==> config.mk <==
export PLATFORM = sky130hd
export DESIGN_NAME = pc_predict_stage
export DESIGN_NICKNAME = d
export VERILOG_FILES = /design/src/rtl/riscv_pc_pkg.sv /design/src/rtl/branch_target_buffer.sv /design/src/rtl/pc_predict_stage.sv
export SDC_FILE = /design/constraint.sdc
export NUM_CORES = 1
export LEC_CHECK = 0
export CAP_MARGIN = 0
export CORE_MARGIN = 1.5
export CORE_UTILIZATION = 53
export CTS_CLUSTER_DIAMETER = 200
export CTS_CLUSTER_SIZE = 25
export DETAILED_ROUTE_END_ITERATION = 16
export PLACE_DENSITY = 0.94
export SLEW_MARGIN = 20
export SYNTH_ARGS = -nofsm -noshare
export SYNTH_HDL_FRONTEND = slang
export SYNTH_SLANG_ARGS = --single-unit
==> constraint.sdc <==
create_clock -name CLK -period 6.2 [get_ports CLK]
set_clock_uncertainty 0.05 [all_clocks]
set_input_delay 0.62 -clock CLK [delete_from_list [all_inputs] [get_ports CLK]]
set_output_delay 0.62 -clock CLK [all_outputs]
set_load 0.01 [all_outputs]
==> src/rtl/riscv_pc_pkg.sv <==
// Shared definitions for the fetch PC / branch prediction stage.
// Holds ALU codes for jumps, 2-bit counter encodings, BTB entry layout and the counter update rule.
// No ports; pure type/constant package.
package riscv_pc_pkg;

    localparam logic [4:0] ALU_JAL  = 5'b01010;
    localparam logic [4:0] ALU_JALR = 5'b01011;

    // Widest PC the BTB entry layout can hold; narrower builds leave the
    // upper bits constant zero.
    localparam int BTB_MAX_ADDR_WIDTH = 64;

    typedef enum logic [1:0] {
        STRONG_NT = 2'b00,
        WEAK_NT   = 2'b01,
        WEAK_T    = 2'b10,
        STRONG_T  = 2'b11
    } bp_counter_t;

    typedef logic [BTB_MAX_ADDR_WIDTH-1:0] btb_field_t;

    typedef struct packed {
        logic        valid;
        btb_field_t  tag;
        btb_field_t  target;
        bp_counter_t counter;
    } btb_entry_t;

    // Saturating 2-bit counter step towards the resolved direction.
    function automatic bp_counter_t counter_update(input bp_counter_t c, input logic taken);
        bp_counter_t r;
        if (taken) begin
            r = (c == STRONG_T) ? STRONG_T : bp_counter_t'(c + 2'd1);
        end else begin
            r = (c == STRONG_NT) ? STRONG_NT : bp_counter_t'(c - 2'd1);
        end
        return r;
    endfunction

endpackage

==> src/rtl/branch_target_buffer.sv <==
// Direct-mapped BTB with 2-bit saturating counters.
// Latency: lookup combinational on lookup_pc; update written at the rising edge, visible the next cycle.
// Backpressure: none; the caller gates upd_en (a lookup racing a write to the same index sees the old entry).
//
// Ports: clk/rst_n (async active-low), lookup_pc -> predict_taken/predict_target,
//        upd_en/upd_pc/upd_taken/upd_target single synchronous update port.
module branch_target_buffer
    import riscv_pc_pkg::*;
#(
    parameter int ADDR_WIDTH = 32,
    parameter int DEPTH      = 16
) (
    input  logic                  clk,
    input  logic                  rst_n,
    input  logic [ADDR_WIDTH-1:0] lookup_pc,
    output logic                  predict_taken,
    output logic [ADDR_WIDTH-1:0] predict_target,
    input  logic                  upd_en,
    input  logic [ADDR_WIDTH-1:0] upd_pc,
    input  logic                  upd_taken,
    input  logic [ADDR_WIDTH-1:0] upd_target
);

    localparam int IDX_W = $clog2(DEPTH);
    localparam int TAG_W = ADDR_WIDTH - IDX_W - 2;

    btb_entry_t entries [DEPTH];

    logic [IDX_W-1:0] lk_idx;
    logic [TAG_W-1:0] lk_tag;
    logic [IDX_W-1:0] up_idx;
    logic [TAG_W-1:0] up_tag;
    btb_entry_t       lk_entry;
    btb_entry_t       up_entry;
    btb_entry_t       up_next;
    logic             lk_hit;
    logic             up_hit;
    logic             up_we;
    logic             unused_pc_lsbs;

    // Instructions are word aligned, so the low two PC bits carry no information.
    assign unused_pc_lsbs = ^{lookup_pc[1:0], upd_pc[1:0]};

    assign lk_idx = lookup_pc[IDX_W+1:2];
    assign lk_tag = lookup_pc[ADDR_WIDTH-1:IDX_W+2];
    assign up_idx = upd_pc[IDX_W+1:2];
    assign up_tag = upd_pc[ADDR_WIDTH-1:IDX_W+2];

    assign lk_entry = entries[lk_idx];
    assign up_entry = entries[up_idx];

    assign lk_hit         = lk_entry.valid && (lk_entry.tag == btb_field_t'(lk_tag));
    assign predict_taken  = lk_hit && (lk_entry.counter >= WEAK_T);
    assign predict_target = ADDR_WIDTH'(lk_entry.target);

    assign up_hit = up_entry.valid && (up_entry.tag == btb_field_t'(up_tag));

    always_comb begin
        up_next = up_entry;
        up_we   = 1'b0;
        if (upd_en) begin
            if (up_hit) begin
                up_we           = 1'b1;
                up_next.counter = counter_update(up_entry.counter, upd_taken);
                if (upd_taken) begin
                    up_next.target = btb_field_t'(upd_target);
                end
            end else if (upd_taken) begin
                // Taken miss claims the slot regardless of what lived there.
                up_we           = 1'b1;
                up_next.valid   = 1'b1;
                up_next.tag     = btb_field_t'(up_tag);
                up_next.target  = btb_field_t'(upd_target);
                up_next.counter = WEAK_T;
            end
        end
    end

    always_ff @(posedge clk or negedge rst_n) begin
        if (!rst_n) begin
            for (int i = 0; i < DEPTH; i++) begin
                entries[i] <= '{valid: 1'b0, tag: '0, target: '0, counter: WEAK_NT};
            end
        end else if (up_we) begin
            entries[up_idx] <= up_next;
        end
    end

endmodule

==> src/rtl/pc_predict_stage.sv <==
// Fetch PC register with BTB prediction and execute-stage redirect/flush.
// Latency: CLEAR_* and PREDICT_TAKEN combinational; redirected PC appears one edge after the mispredict.
// Backpressure: STALL_EXECUTION_STAGE holds the PC and suppresses resolution (no BTB update, no flush).
//
// Optional BTB selected by macro PC_BTB_EN; without it PREDICT_TAKEN is 0 and fetch is purely sequential.
// Ports: CLK, RST_N (async active-low); execute-side resolution inputs (STALL_EXECUTION_STAGE,
//        VALID_EXECUTION, BRANCH_EXECUTION, ALU_INSTRUCTION, BRANCH_TAKEN, PC_EXECUTION, RS1_DATA,
//        IMM_INPUT), PC_DECODING; outputs PC, PREDICT_TAKEN, CLEAR_DECODING_STAGE, CLEAR_EXECUTION_STAGE.
module pc_predict_stage #(
    parameter int                    ADDR_WIDTH   = 32,
    parameter int                    BTB_DEPTH    = 16,
    parameter logic [ADDR_WIDTH-1:0] RESET_VECTOR = '0,
    parameter logic [4:0]            ALU_JAL      = riscv_pc_pkg::ALU_JAL,
    parameter logic [4:0]            ALU_JALR     = riscv_pc_pkg::ALU_JALR
) (
    input  logic                  CLK,
    input  logic                  RST_N,
    input  logic                  STALL_EXECUTION_STAGE,
    input  logic                  VALID_EXECUTION,
    input  logic                  BRANCH_EXECUTION,
    input  logic [4:0]            ALU_INSTRUCTION,
    input  logic                  BRANCH_TAKEN,
    input  logic [ADDR_WIDTH-1:0] PC_EXECUTION,
    input  logic [ADDR_WIDTH-1:0] RS1_DATA,
    input  logic [ADDR_WIDTH-1:0] IMM_INPUT,
    input  logic [ADDR_WIDTH-1:0] PC_DECODING,
    output logic [ADDR_WIDTH-1:0] PC,
    output logic                  PREDICT_TAKEN,
    output logic                  CLEAR_DECODING_STAGE,
    output logic                  CLEAR_EXECUTION_STAGE
);

    localparam logic [ADDR_WIDTH-1:0] INSN_BYTES = ADDR_WIDTH'(4);

    logic [ADDR_WIDTH-1:0] pc_q;
    logic [ADDR_WIDTH-1:0] pc_next;
    logic                  is_jal;
    logic                  is_jalr;
    logic                  resolve;
    logic                  taken;
    logic [ADDR_WIDTH-1:0] branch_target;
    logic [ADDR_WIDTH-1:0] jalr_sum;
    logic [ADDR_WIDTH-1:0] target;
    logic [ADDR_WIDTH-1:0] actual_next;
    logic                  mispredict;
    logic                  btb_predict;
    logic [ADDR_WIDTH-1:0] btb_target;

    // ---------------- execute-side resolution ----------------
    assign is_jal  = (ALU_INSTRUCTION == ALU_JAL);
    assign is_jalr = (ALU_INSTRUCTION == ALU_JALR);

    assign resolve = VALID_EXECUTION && !STALL_EXECUTION_STAGE
                   && (BRANCH_EXECUTION || is_jal || is_jalr);
    assign taken   = is_jal || is_jalr || (BRANCH_EXECUTION && BRANCH_TAKEN);

    assign branch_target = PC_EXECUTION + IMM_INPUT;
    assign jalr_sum      = RS1_DATA + IMM_INPUT;
    assign target        = is_jalr ? {jalr_sum[ADDR_WIDTH-1:1], 1'b0} : branch_target;
    assign actual_next   = taken ? target : (PC_EXECUTION + INSN_BYTES);

    // Decode already holds whatever fetch guessed; any disagreement means both
    // younger stages hold wrong-path instructions.
    assign mispredict = resolve && (actual_next != PC_DECODING);

    // ---------------- prediction ----------------
`ifdef PC_BTB_EN
    branch_target_buffer #(
        .ADDR_WIDTH (ADDR_WIDTH),
        .DEPTH      (BTB_DEPTH)
    ) u_btb (
        .clk            (CLK),
        .rst_n          (RST_N),
        .lookup_pc      (pc_q),
        .predict_taken  (btb_predict),
        .predict_target (btb_target),
        .upd_en         (resolve),
        .upd_pc         (PC_EXECUTION),
        .upd_taken      (taken),
        .upd_target     (target)
    );
`else
    assign btb_predict = 1'b0;
    assign btb_target  = '0;
`endif

    // ---------------- next PC ----------------
    always_comb begin
        pc_next = pc_q + INSN_BYTES;
        if (mispredict) begin
            pc_next = actual_next;
        end else if (STALL_EXECUTION_STAGE) begin
            pc_next = pc_q;
        end else if (btb_predict) begin
            pc_next = btb_target;
        end
    end

    always_ff @(posedge CLK or negedge RST_N) begin
        if (!RST_N) begin
            pc_q <= RESET_VECTOR;
        end else begin
            pc_q <= pc_next;
        end
    end

    // Outputs are masked during reset so a stale execute stage cannot flush
    // or steer anything while the pipeline is being reset.
    assign PC                    = pc_q;
    assign PREDICT_TAKEN         = btb_predict && RST_N;
    assign CLEAR_DECODING_STAGE  = mispredict && RST_N;
    assign CLEAR_EXECUTION_STAGE = mispredict && RST_N;

endmodule

==> results.ini, run 1 <==
[placement]
routabilityCongestion = 1.00
portBuffers = 172
dp_hpwl_mm = 24.9
placed_area_um2 = 9760
dpl_worst_slack_ns = 0.0237

[job]
max_cap_viol_count = 0

[cells_and_area]
insertedDiodeCount = 0
fin_area_um2 = 9970
area_delta_synth_final_pct = 29.1
final_nets = 1481
fill_cells = 1185
largest_reg_flops = 32
drive_gt1_share_pct = 6.89

[die]
ios = 174
initial_core_util_pct = 55.0
core_um2 = 14000
rows = 43
die_h_um = 124
fp.dieW_um = 124
dieArea_um2 = 15300

[worst_setup_path]
path_cells = clkdlybuf4s50_1, ha_1, nor2b_1, o311a_1, buf_4, o21ai_0, a21oi_1, o21a_1, o21ai_0, mux2i_1, nor3b_1, nor4_1, nand4_1, o21ai_4, nor2_1, clkdlybuf4s50_1
critical_path_required_ns = 5.53
rr_startpoint = PC[2]
cp_max_fo = 5
worstSetupEndpointType = output pin
crit_arrival_ns = 5.30
slowest_stage = clkdlybuf4s50_1
crit_start = IMM_INPUT[2]
endpoint = CLEAR_DECODING_STAGE
cp.depth = 16
reg2reg_to = PC[30]
cpPeakStageDelay_ns = 0.59
rrSetupSlack_ns = 3.05
startpoint_type = input pin
worst-setup-path-type = in2out
r2r_cells = 13
path_buf_inv = 3
cp_top_family = compound AO/OA/AOI/OAI gates

[yosys]
synth_edf_count = 0
synth_nets = 1316
netlist.area_leader.share_pct = 10.4
avgSynthCellArea_um2 = 6.94
yosys_warnings = 0
synthDistinctLibCells = 81
postSynthCellCount = 1112
ys_top_cells_by_count = 125 x nand2_1, 113 x nor2_1, 91 x a21oi_1, 63 x ha_1, 54 x o21ai_0
synth_top_area_cell = dfrtp_1
ys_seq_area_share_pct = 10.4
async_flop_share_pct = 100
ys_top_cells_by_area = dfrtp_1 10%, ha_1 10%, nand2_1 6.1%
syn_area_um2 = 7720
yosysMostFrequentCell = nand2_1
ys_ff_latch = 32
synthFlopType = dfrtp_1

[detailed_routing]
drc = 0
ant_nets = 0
drt_iter0_drc = 1081
detail_route.wl_per_cell_um = 21.2
viasPerCell = 6.77
vias = 9877
wirelength_mm = 30.9
first_pass_iters = 5

[sta]
worstMarginPinSlew_ns = 0.791
fmax_mhz = 167
finalSetupTns_ns = 0
min_period_ns = 5.97
setup_violations = 0
rsz0062_at_grt = no
worst_slack_ns = 0.228
hold_viol_final = 0
slew_headroom_pct = 46.8
slew_violations = 0
fin_crit_sh_pct = 96.3

[power_and_ir_drop]
p_switching_mw = 0.703
p_int_mw = 0.945
power_density_nw_per_um2 = 165
p_sw_share_pct = 42.7
seqPwrFrac_pct = 20.9
combPwrFrac_pct = 60.6
clock_power_share_pct = 18.5
ir_worst_vdd_mv = 0.0993
p_leak_nw = 3.98

[worst_hold_path]
hp-start = PC[1]
hold_depth = 2
hold_class = reg2reg

[clock_network]
post_cts_buffers = 0
clock-sinks = 32
post_cts_resized = 1
clk_pin_slew_ns = 0.05
cts_buffers = 5
cts_buffer_depth = 2
cts_tree = built
cts_max_level = 2
root_buffer = clkbuf_16
ctsHoldBuffers = 0
clkLatencyLatePin_ns = 0.28

[global_route]
grt-ovfl-total = 0
grt_start_max_net_pins = 40
antenna_found_initial = 0
grt_usage_pct = 39.3
grt_pass1_wl_mm = 46.4
grt_pass1_vias = 8714

[status]
status = finished clean

==> final cells by class <==
| class | instances | area, um^2 | share of cell area, % |
|---|---|---|---|
| well taps | 180 | 225 | 2.26 |
| flip-flops and latches | 32 | 801 | 8.04 |
| inverters | 33 | 124 | 1.24 |
| clock inverters | 1 | 30.0 | 0.301 |
| multi-input cells | 994 | 6590 | 66.2 |
| clock buffers | 7 | 153 | 1.53 |
| repair buffers | 211 | 2040 | 20.5 |
==> worst min-delay path by stage <==
stage / endpoint / slack (ns)
after floorplan: PC[0] / 0.27
final: PC[1] / 0.44
after detailed placement: PC[1] / 0.43
after CTS: PC[1] / 0.44
after global routing: PC[1] / 0.50
after global placement: PC[1] / 0.42
==> kinds of logic (layout without fill, tap and decap cells) <==
kind of cell    after synthesis  count (layout)  share of synthesized area [%]
mux                          20              20                           2.63
other cells                   1               1                         0.0486
compound gates              351             351                           31.5
flops                        32              32                           10.4
xor+xnor                     76              76                           8.82
buf+inv                      86             252                           4.65
fa+ha+maj                    65              65                           10.7
simple gates                481             481                           31.3
==> layout by cell type, fill, tap and decap left out, types with 14 or more instances in the layout <==
master / n
dfrtp_1: 32
xnor2_1: 42
nand3_1: 46
nand2b_1: 21
a211oi_1: 19
ha_1: 63
buf_4: 37
a21o_1: 26
nor3_1: 30
a21oi_1: 89
and3_1: 19
nand4_1: 33
clkdlybuf4s50_1: 172
o21ai_0: 53
mux2i_1: 17
nor2_1: 113
or2_2: 14
inv_1: 32
xor2_1: 33
o21a_1: 21
nand2_1: 125
==> power by group through the flow <==
| stage | clock, mW | combinational [mW] | sequential [mW] |
|---|---|---|---|
| floorplan | 0 | 0.527 | 0.352 |
| global placement | 0 | 0.953 | 0.337 |
| detailed placement | 0 | 0.965 | 0.343 |
| CTS | 0.304 | 0.972 | 0.341 |
| global route | 0.312 | 1.07 | 0.352 |
| finish | 0.305 | 0.999 | 0.344 |
==> metrics by stage <==
step | hold slack [ns] | power (mW) | utilization (%) | instances
after floorplan | 0.274 | 0.879 | - | 1112
after global placement | 0.424 | 1.29 | 69.5 | 1450
after detailed placement | 0.434 | 1.31 | 69.5 | 1450
after CTS | 0.445 | 1.62 | 70.9 | 1458
after global routing | 0.501 | 1.74 | 71.0 | 1458
final | 0.443 | 1.65 | 71.0 | 1458
==> worst min-delay path, stage by stage (launching register included) <==
cell     delay (ns)
dfrtp_1        0.35
nand2_1        0.05
o21ai_0        0.06
==> routing by layer <==
| metal | track usage (%) | share of wire [%] |
|---|---|---|
| met4 | 15.7 | 4.0 |
| met5 | 0 | 0 |
| met2 | 63.7 | 45 |
| met3 | 5.86 | 11 |
| met1 | 52.2 | 40 |
Note: power is estimated with default switching activity, not from simulation.
==> inputs of run 2 (changes only) <==
REMOVE_ABC_BUFFERS = 1   (was not set)
==> results.ini, run 2 (same netlist as run 1, synthesis figures left out) <==
[status]
status = finished clean

[die]
core_um2 = 14000  ; unchanged
fp.dieW_um = 124  ; unchanged
initial_core_util_pct = 55.0  ; unchanged
die_h_um = 124  ; unchanged
ios = 174  ; unchanged
rows = 43  ; unchanged
dieArea_um2 = 15300  ; unchanged

[worst_setup_path]
critical_path_required_ns = 5.53  ; about the same
cpPeakStageDelay_ns = 0.61  ; +0.02 ns
rrSetupSlack_ns = 3.10  ; +0.05 ns
rr_startpoint = PC[2]
reg2reg_to = PC[30]
crit_start = IMM_INPUT[1]
cp.depth = 18  ; +2
path_cells = clkdlybuf4s50_1, inv_1, fa_1, nor2b_1, o311a_1, o211ai_1, a2111oi_0, buf_4, o22ai_1, mux2i_1, o2bb2ai_1, a211o_1, nor4_1, buf_4, nand4_1, o21ai_4, nor2_1, clkdlybuf4s50_1
r2r_cells = 13  ; unchanged
slowest_stage = a2111oi_0
startpoint_type = input pin
cp_max_fo = 3  ; -2
crit_arrival_ns = 5.37  ; +0.07 ns
cp_top_family = compound AO/OA/AOI/OAI gates
worstSetupEndpointType = output pin
worst-setup-path-type = in2out
path_buf_inv = 5  ; +2
endpoint = CLEAR_DECODING_STAGE

[placement]
dp_hpwl_mm = 24.6  ; -1.2%
routabilityCongestion = 1.03  ; +2.1%
placed_area_um2 = 9650  ; -1.1%
portBuffers = 172  ; unchanged

[cells_and_area]
layout_commonest_cell = clkdlybuf4s50_1
fin_area_um2 = 9800  ; -1.7%
drive_gt1_share_pct = 5.77  ; -1.1 points
fill_cells = 1212  ; +2.3%
largest_reg_flops = 32  ; unchanged
insertedDiodeCount = 0  ; unchanged
area_delta_synth_final_pct = 27.0
final_cell_mix = 172 x clkdlybuf4s50_1, 125 x nand2_1, 113 x nor2_1, 90 x a21oi_1, 63 x ha_1
final_nets = 1470  ; -0.74%

[sta]
fmax_mhz = 166  ; -1.1%
setup_violations = 0  ; unchanged
slew_violations = 0  ; unchanged
slew_headroom_pct = 51.9  ; +5.1 points
min_period_ns = 6.04  ; +0.0658 ns
fin_crit_sh_pct = 97.4  ; +1.1 points
hold_viol_final = 0  ; unchanged
rsz0062_at_grt = no
worstMarginPinSlew_ns = 0.715  ; -0.0768 ns

[detailed_routing]
detail_route.wl_per_cell_um = 20.8  ; -1.7%
first_pass_iters = 6  ; +1
drc = 0  ; unchanged
drt_iter0_drc = 984  ; -9.0%
wirelength_mm = 30.1  ; -2.5%
viasPerCell = 6.72  ; -0.78%
ant_nets = 0  ; unchanged
vias = 9719  ; -1.6%

[power_and_ir_drop]
total_power_mw = 1.56  ; -5.1%
p_int_mw = 0.870  ; -7.9%
power_density_nw_per_um2 = 160  ; -3.5%
ir_worst_vdd_mv = 0.125  ; +26%
p_leak_nw = 3.89  ; -2.3%
p_sw_share_pct = 44.4  ; +1.7 points
seqPwrFrac_pct = 22.1  ; +1.2 points
combPwrFrac_pct = 62.9  ; +2.3 points
clock_power_share_pct = 15.0  ; -3.5 points
p_switching_mw = 0.694  ; -1.3%

[clock_network]
clk_pin_slew_ns = 0.05  ; about the same
clock-sinks = 32  ; unchanged
post_cts_resized = 0  ; -1
post_cts_buffers = 0  ; unchanged
cts_buffer_depth = 2  ; unchanged
clkLatencyLatePin_ns = 0.28  ; about the same
cts_buffers = 5  ; unchanged
cts_tree = built
cts_max_level = 2  ; unchanged
ctsHoldBuffers = 0  ; unchanged
root_buffer = clkbuf_16

[worst_hold_path]
hold_class = reg2reg

[global_route]
grt_start_max_net_pins = 34  ; -15%
grt_pass1_vias = 8971  ; +2.9%
antenna_found_initial = 0  ; unchanged
grt-ovfl-total = 0  ; unchanged
grt_usage_pct = 39.1  ; -0.13 points
grt_pass1_wl_mm = 46.6  ; +0.60%

[job]
max_cap_viol_count = 0  ; unchanged

[run 2: worst min path at each step]
stage	startpoint	to	slack [ns]	cells past startpoint
floorplan	RST_N	PC[0]	0.27	0
global placement	PC[1]	PC[1]	0.41	2
detailed placement	PC[1]	PC[1]	0.43	2
CTS	PC[1]	PC[1]	0.44	2
global route	PC[0]	PC[0]	0.50	1
finish	PC[1]	PC[1]	0.44	2
[run 2: power by group through the flow]
| stage | registers (mW) | clock network, mW | logic (mW) |
|---|---|---|---|
| 5_1_grt | 0.354 | 0.244 | 1.06 |
| 6_report | 0.345 | 0.235 | 0.984 |
| 2_1_floorplan | 0.352 | 0 | 0.516 |
| 3_5_place_dp | 0.344 | 0 | 0.952 |
| 4_1_cts | 0.341 | 0.236 | 0.957 |
| 3_3_place_gp | 0.338 | 0 | 0.942 |
[run 2: per-layer routing]
metal	global-route usage, %	vias up	share of wire (%)
met5	0	-	0
met2	63.0	627	45
li1	-	4527	-
met3	7.23	95	11
met4	15.2	0	3.6
met1	51.8	4470	40
[run 2: cell type report]
type                            instances  area (um^2)  share of cell area, %
Timing Repair Buffer                  200         1930                   19.7
Tap cell                              180          225                   2.30
Sequential cell                        32          801                   8.17
Inverter                               33          124                   1.26
Clock buffer                            6          129                   1.31
Clock inverter                          1         5.00                 0.0511
Multi-Input combinational cell        994         6590                   67.2
[run 2: metrics by stage]
stage	setup TNS (ns)	worst slack (ns)	instances	hold WS [ns]	util, %
2_1_floorplan	-0.168	-0.0842	1059	0.274	-
3_3_place_gp	0	0.0979	1439	0.413	68.8
3_5_place_dp	0	0.0978	1439	0.429	68.8
4_1_cts	0	0.0871	1446	0.440	69.7
5_1_grt	0	0.0173	1446	0.499	69.8
6_report	0	0.163	1446	0.436	69.8
[run 2: worst min-delay path: stages, from the launching register on]
cell,delay (ns)
dfrtp_1,0.34
nand2_1,0.04
o21ai_0,0.06
